==> src/rtl/alu_pkg.sv <==
// Shared ALU constants: operation encoding and the default adder geometry.
package alu_pkg;

  localparam logic ALU_OP_ADD = 1'b0;
  localparam logic ALU_OP_SUB = 1'b1;

  localparam int ALU_WIDTH  = 16;
  localparam int ALU_BLOCK  = 4;
  localparam int ALU_STAGES = 2;

endpackage

==> src/rtl/alu_cla_group.sv <==
// BLOCK-bit carry-lookahead group: bit sums for a given carry-in plus the
// group generate/propagate pair and the carry into the group's MSB.
module alu_cla_group
  import alu_pkg::*;
#(
  parameter int BLOCK = ALU_BLOCK
) (
  input  logic [BLOCK-1:0] a_i,
  input  logic [BLOCK-1:0] b_i,
  input  logic             cin_i,
  output logic [BLOCK-1:0] s_o,
  output logic             g_o,
  output logic             p_o,
  output logic             cmsb_o
);

  logic [BLOCK-1:0] g;
  logic [BLOCK-1:0] p;
  logic [BLOCK-1:0] c;

  always_comb begin
    g    = a_i & b_i;
    p    = a_i | b_i;
    c    = '0;
    c[0] = cin_i;
    for (int i = 1; i < BLOCK; i++) begin
      c[i] = g[i-1] | (p[i-1] & c[i-1]);
    end
    // Group terms depend only on a/b, so the parent lookahead has no path through cin.
    g_o = 1'b0;
    p_o = 1'b1;
    for (int i = 0; i < BLOCK; i++) begin
      g_o = g[i] | (p[i] & g_o);
      p_o = p_o & p[i];
    end
    s_o    = a_i ^ b_i ^ c;
    cmsb_o = c[BLOCK-1];
  end

endmodule

==> src/rtl/alu_pipe_cla_addsub.sv <==
// Pipelined CLA adder/subtractor: stage k resolves bit slice k from the carry
// registered by stage k-1, carrying the still-pending upper operand bits along.
module alu_pipe_cla_addsub
  import alu_pkg::*;
#(
  parameter int WIDTH  = ALU_WIDTH,
  parameter int BLOCK  = ALU_BLOCK,
  parameter int STAGES = ALU_STAGES
) (
  input  logic             clk,
  input  logic             rst,
  input  logic             in_valid,
  output logic             in_ready,
  input  logic [WIDTH-1:0] in_a,
  input  logic [WIDTH-1:0] in_b,
  input  logic             in_sub,
  input  logic             in_cin,
  output logic             out_valid,
  input  logic             out_ready,
  output logic [WIDTH-1:0] out_sum,
  output logic             out_cout,
  output logic             out_ovf,
  output logic             out_zero
);

  localparam int SLICE = WIDTH / STAGES;
  localparam int NG    = SLICE / BLOCK;

  if (WIDTH % (STAGES * BLOCK) != 0) begin : g_bad_geometry
    $error("alu_pipe_cla_addsub: WIDTH must be a multiple of STAGES*BLOCK");
  end

  logic             is_sub;
  logic [WIDTH-1:0] b_eff;
  logic             cin_eff;

  assign is_sub  = (in_sub == ALU_OP_SUB);
  assign b_eff   = is_sub ? ~in_b : in_b;
  assign cin_eff = is_sub ? 1'b1 : in_cin;

  // Handshake: a stage is ready when empty or when the stage after it is ready
  // (out_ready for the last stage); it loads new contents exactly when ready,
  // and takes data only when its upstream holds a valid op.
  for (genvar k = 0; k < STAGES; k++) begin : g_stage
    localparam int DONE = (k + 1) * SLICE;
    localparam int REM  = WIDTH - DONE;

    logic             valid_q;
    logic             carry_q;
    logic [DONE-1:0]  sum_q;
    logic [DONE-1:0]  sum_d;
    logic             rdy;
    logic             vin;
    logic [SLICE-1:0] sa;
    logic [SLICE-1:0] sb;
    logic [SLICE-1:0] ss;
    logic             scin;
    logic [NG-1:0]    grp_g;
    logic [NG-1:0]    grp_p;
    logic [NG-1:0]    grp_cmsb;
    logic [NG:0]      grp_c;

    if (k == 0) begin : g_first
      assign vin   = in_valid;
      assign sa    = in_a[SLICE-1:0];
      assign sb    = b_eff[SLICE-1:0];
      assign scin  = cin_eff;
      assign sum_d = ss;
    end else begin : g_next
      assign vin   = g_stage[k-1].valid_q;
      assign sa    = g_stage[k-1].g_rem.a_q[SLICE-1:0];
      assign sb    = g_stage[k-1].g_rem.b_q[SLICE-1:0];
      assign scin  = g_stage[k-1].carry_q;
      assign sum_d = {ss, g_stage[k-1].sum_q};
    end

    if (k == STAGES - 1) begin : g_rdy_last
      assign rdy = !valid_q | out_ready;
    end else begin : g_rdy_mid
      assign rdy = !valid_q | g_stage[k+1].rdy;
    end

    for (genvar j = 0; j < NG; j++) begin : g_grp
      alu_cla_group #(.BLOCK(BLOCK)) u_grp (
        .a_i    (sa[j*BLOCK +: BLOCK]),
        .b_i    (sb[j*BLOCK +: BLOCK]),
        .cin_i  (grp_c[j]),
        .s_o    (ss[j*BLOCK +: BLOCK]),
        .g_o    (grp_g[j]),
        .p_o    (grp_p[j]),
        .cmsb_o (grp_cmsb[j])
      );
    end

    always_comb begin
      grp_c    = '0;
      grp_c[0] = scin;
      for (int j = 0; j < NG; j++) begin
        grp_c[j+1] = grp_g[j] | (grp_p[j] & grp_c[j]);
      end
    end

    always_ff @(posedge clk) begin
      if (rst) begin
        valid_q <= 1'b0;
        carry_q <= 1'b0;
        sum_q   <= '0;
      end else begin
        if (rdy) valid_q <= vin;
        if (rdy & vin) begin
          carry_q <= grp_c[NG];
          sum_q   <= sum_d;
        end
      end
    end

    // Operand bits above this slice travel with the op until their stage.
    if (REM > 0) begin : g_rem
      logic [REM-1:0] a_q;
      logic [REM-1:0] b_q;
      logic [REM-1:0] a_d;
      logic [REM-1:0] b_d;

      if (k == 0) begin : g_src_in
        assign a_d = in_a[WIDTH-1:SLICE];
        assign b_d = b_eff[WIDTH-1:SLICE];
      end else begin : g_src_prev
        assign a_d = g_stage[k-1].g_rem.a_q[REM+SLICE-1:SLICE];
        assign b_d = g_stage[k-1].g_rem.b_q[REM+SLICE-1:SLICE];
      end

      always_ff @(posedge clk) begin
        if (rst) begin
          a_q <= '0;
          b_q <= '0;
        end else if (rdy & vin) begin
          a_q <= a_d;
          b_q <= b_d;
        end
      end
    end

    if (k == STAGES - 1) begin : g_out
      logic ovf_q;
      logic zero_q;

      always_ff @(posedge clk) begin
        if (rst) begin
          ovf_q  <= 1'b0;
          zero_q <= 1'b0;
        end else if (rdy & vin) begin
          ovf_q  <= grp_cmsb[NG-1] ^ grp_c[NG];
          zero_q <= (sum_d == '0);
        end
      end
    end
  end

  assign in_ready  = g_stage[0].rdy;
  assign out_valid = g_stage[STAGES-1].valid_q;
  assign out_sum   = g_stage[STAGES-1].sum_q;
  assign out_cout  = g_stage[STAGES-1].carry_q;
  assign out_ovf   = g_stage[STAGES-1].g_out.ovf_q;
  assign out_zero  = g_stage[STAGES-1].g_out.zero_q;

endmodule
==> config.mk <==
export PLATFORM = sky130hd
export DESIGN_NAME = alu_pipe_cla_addsub
export DESIGN_NICKNAME = d
export VERILOG_FILES = /design/src/rtl/alu_pkg.sv /design/src/rtl/alu_cla_group.sv /design/src/rtl/alu_pipe_cla_addsub.sv
export SDC_FILE = /design/constraint.sdc
export NUM_CORES = 1
export LEC_CHECK = 0
export CAP_MARGIN = 10
export CORE_UTILIZATION = 45
export CTS_BUF_LIST = sky130_fd_sc_hd__clkbuf_4 sky130_fd_sc_hd__clkbuf_8
export DETAILED_ROUTE_END_ITERATION = 8
export PLACE_DENSITY = 0.7
export SYNTH_ARGS = -nofsm -noshare
export SYNTH_HDL_FRONTEND = slang
export SYNTH_SLANG_ARGS = --single-unit
==> constraint.sdc <==
create_clock -name clk -period 3.9 [get_ports clk]
set_input_delay 0.78 -clock clk [delete_from_list [all_inputs] [get_ports clk]]
set_output_delay 0.78 -clock clk [all_outputs]
set_load 0.005 [all_outputs]
==> impl_results.md <==
* Fmax achieved at 0.2808 GHz
* Leading cell types by total area after synthesis: dfxtp_1 34%, ha_1 15%, fa_1 8.8%
* Post-Syn Nets at a little over 400
* Synthesized netlist cell count at 322
* Multi-input logic area at 1592 um^2
* Vias after detailed routing at approximately 2200
* DIE WIDTH at 80.02 um
* Final Max Slew Viols at 0
* Critical path arrival at between 3 and 4 ns
* Max cap viols at 0
* CTS tree: yes
* Reg area at between 900 and 1000 um^2
* Slew @ Worst Pin at 0.7413 ns
* Most frequent cells after synthesis: 50 x nand2_1, 46 x dfxtp_1, 43 x inv_1
* Most used DFF post-synth: dfxtp_1
* TritonCTS sink count at 46
* Setup ws final at 0.3385 ns
* Worst Path Buf+Inv at 4
* CTS buffer count at 5
* Class of the worst hold path: flip-flop to flip-flop
* Number of global-route vias before repair at 2004
* Final period utilization at about 90%
* # hold bufs at CTS at 0
* Status: completed
* Synth cell types at 34
* Placer Congestion at 0.8472
* IO Count at 59
* Nets at 458
* First-pass GRT wire length at ~9000 um
* Remaining DRCs at 0
* CP Launch Type: input port
* CTS root buf: clkbuf_8
* Slew HR at 50.58%
* Filler instances at 551
* PostCTS Resize Cnt at 0
* Post-Syn Area at 2739 um^2
* Number of buffers inserted by port buffering at 58
* Crit-path slowest cell: clkdlybuf4s50_1
* Post-Route WL at 5227 um
* Die area at about 6400 um^2
* Tmin final at between 3 and 4 ns
* Inst Count DP at 444
* Gr ovfl total at 0
* Dpl ws at -0.001658 ns
* Power density cells at 329.4 nW/um^2
* Critical setup path kind: input port to flip-flop
* Post-synth top area share at 33.62%
* Detail Placement HPWL at 4177 um
* Async set-or-reset flop fraction in the synthesized netlist at 0%
* CORE AREA at 5886 um^2
* Most common cell on crit path: fa_1
* Leak Pwr at 1.474 nW
* Clock transition at path regs at 0.08 ns
* Htree depth at 2
* Drt first pass iters at 4
* Post-synth EDFFs at 0
* Cell with the most instances after synthesis: nand2_1
* Pwr Total at 1.153 mW
* Area after DPL at 3386 um^2
* CP Capture Type: flip-flop
* Via-per-instance ratio at 4.768
* Register area share after synthesis at 33.62%
* Ant. Diodes at 0
* DRT iter0 DRCs at 92
* Antenna viol nets, final at 0
* Crit-path cells: clkdlybuf4s50_1 > buf_4 > xor2_1 > inv_1 > ha_1 > o311a_1 > o31a_1 > fa_1 > inv_1 > fa_1 > fa_1 > nand2_1 > a21oi_1
* CTS Buffer Depth at 2
* Area Growth Syn to Fin at 27.78%
* Fin cells at 452
* GRT Util Overall at between 10% and 20%
* Largest net degree at the start of global routing at 47
* Worst VDD drop at 0.1933 mV
* Synth area leader: dfxtp_1
* DIE HEIGHT at 80.02 um
* Routed wire length per instance at 11.56 um
* Syn avg cell area at 8.506 um^2
* YS warnings at 0
* Clock Latency Late Sink at 0.29 ns
* Final Hold Vio Count at 0
* Worst Path Required at 4.07 ns
* Crit path max fanout at 6
* R2R Setup Slk at 0.51 ns
* Worst Skew at ~0.0037 ns
* Crit path max-delay family: adder cells
* Hold_ws at 0.4547 ns
* Initial antenna violation count at 0
* RSZ-0062 raised after global routing: no
* Initial core utilization at 46.53%
* Std cell rows at 28
* Postcts setup bufs at 0
* Design Area, Final at 3500 um^2
* Worst path max stage delay at 0.45 ns
* Layout cells sized above 1 at between 4 and 5%
* Seq cells post-synth at 46
* Setup violations, final at 0
path summary, 6_finish.rpt:
check	startpoint	endpoint	cells after the start
min reg2reg	out_sum[7]	out_sum[7]	2
max reg2reg	g_stage[0].g_rem.a_q[2]	out_zero	14
max	in_sub	g_stage[0].sum_q[6]	13
min	out_sum[7]	out_sum[7]	2
layout by cell type (no fill, tap or decap), types with 2 or more instances in the layout:
| master | count |
|---|---|
| clkbuf_8 | 5 |
| a211oi_1 | 17 |
| clkdlybuf4s50_1 | 58 |
| buf_4 | 5 |
| nor4_1 | 3 |
| xnor2_1 | 11 |
| nor2b_1 | 2 |
| o21ai_0 | 3 |
| nor3_1 | 5 |
| fa_1 | 12 |
| ha_1 | 32 |
| nor2_1 | 24 |
| dfxtp_1 | 46 |
| nand2b_1 | 2 |
| inv_1 | 43 |
| nand2_1 | 50 |
| a21oi_1 | 31 |
| xor2_1 | 9 |
state kept, by name, indices dropped and copies added (netlist names):
name / flops
out_valid: 1
out_cout: 1
g_stage.carry_q: 1
out_sum: 16
g_stage.g_rem.a_q: 8
g_stage.valid_q: 1
g_stage.g_rem.b_q: 8
out_zero: 1
g_stage.sum_q: 8
out_ovf: 1
cells by family (layout without fill, tap and decap cells):
logic type | count (synthesis) | in the layout | synth area share, %
flops | 46 | 46 | 33.62
xor+xnor | 20 | 20 | 6.396
fa+ha+maj | 44 | 44 | 23.39
simple gates | 95 | 95 | 15.03
buf+inv | 59 | 114 | 8.405
compound gates | 58 | 58 | 13.16
metal layers:
| layer | up-vias | wire (um) | track usage [%] |
|---|---|---|---|
| li1 | 1139 | - | - |
| met1 | 961 | 2601 | 23.69 |
| met2 | 49 | 2354 | 30.34 |
| met3 | 6 | 201 | 3.657 |
| met4 | 0 | 70 | 5.893 |
| met5 | - | 0 | 0 |
stage by stage:
stage               util, %  setup TNS, ns
finish                59.46              0
CTS                   59.46              0
detailed placement    57.53      -0.001658
floorplan                 -              0
global route          59.46              0
global placement      57.53              0
worst min-delay path, delay by kind of cell (launching register included):
kind,cells,cell delay (ns)
simple gates,1,0.05
flops,1,0.31
compound gates,1,0.05
area by class of cell:
type,instances,area share [%]
Multi-Input combinational cell,217,45.48
Sequential cell,46,26.31
Timing Repair Buffer,63,17.66
Inverter,43,4.612
Tap cell,75,2.681
Clock buffer,6,2.181
Clock inverter,2,1.073
where the power goes:
part / internal (mW) / leakage (nW) / switching [mW]
clock network: 0.198 / 0.0548 / 0.155
registers: 0.504 / 0.379 / 0.0276
logic: 0.137 / 1.04 / 0.131
(Power assumes the default switching activity.)
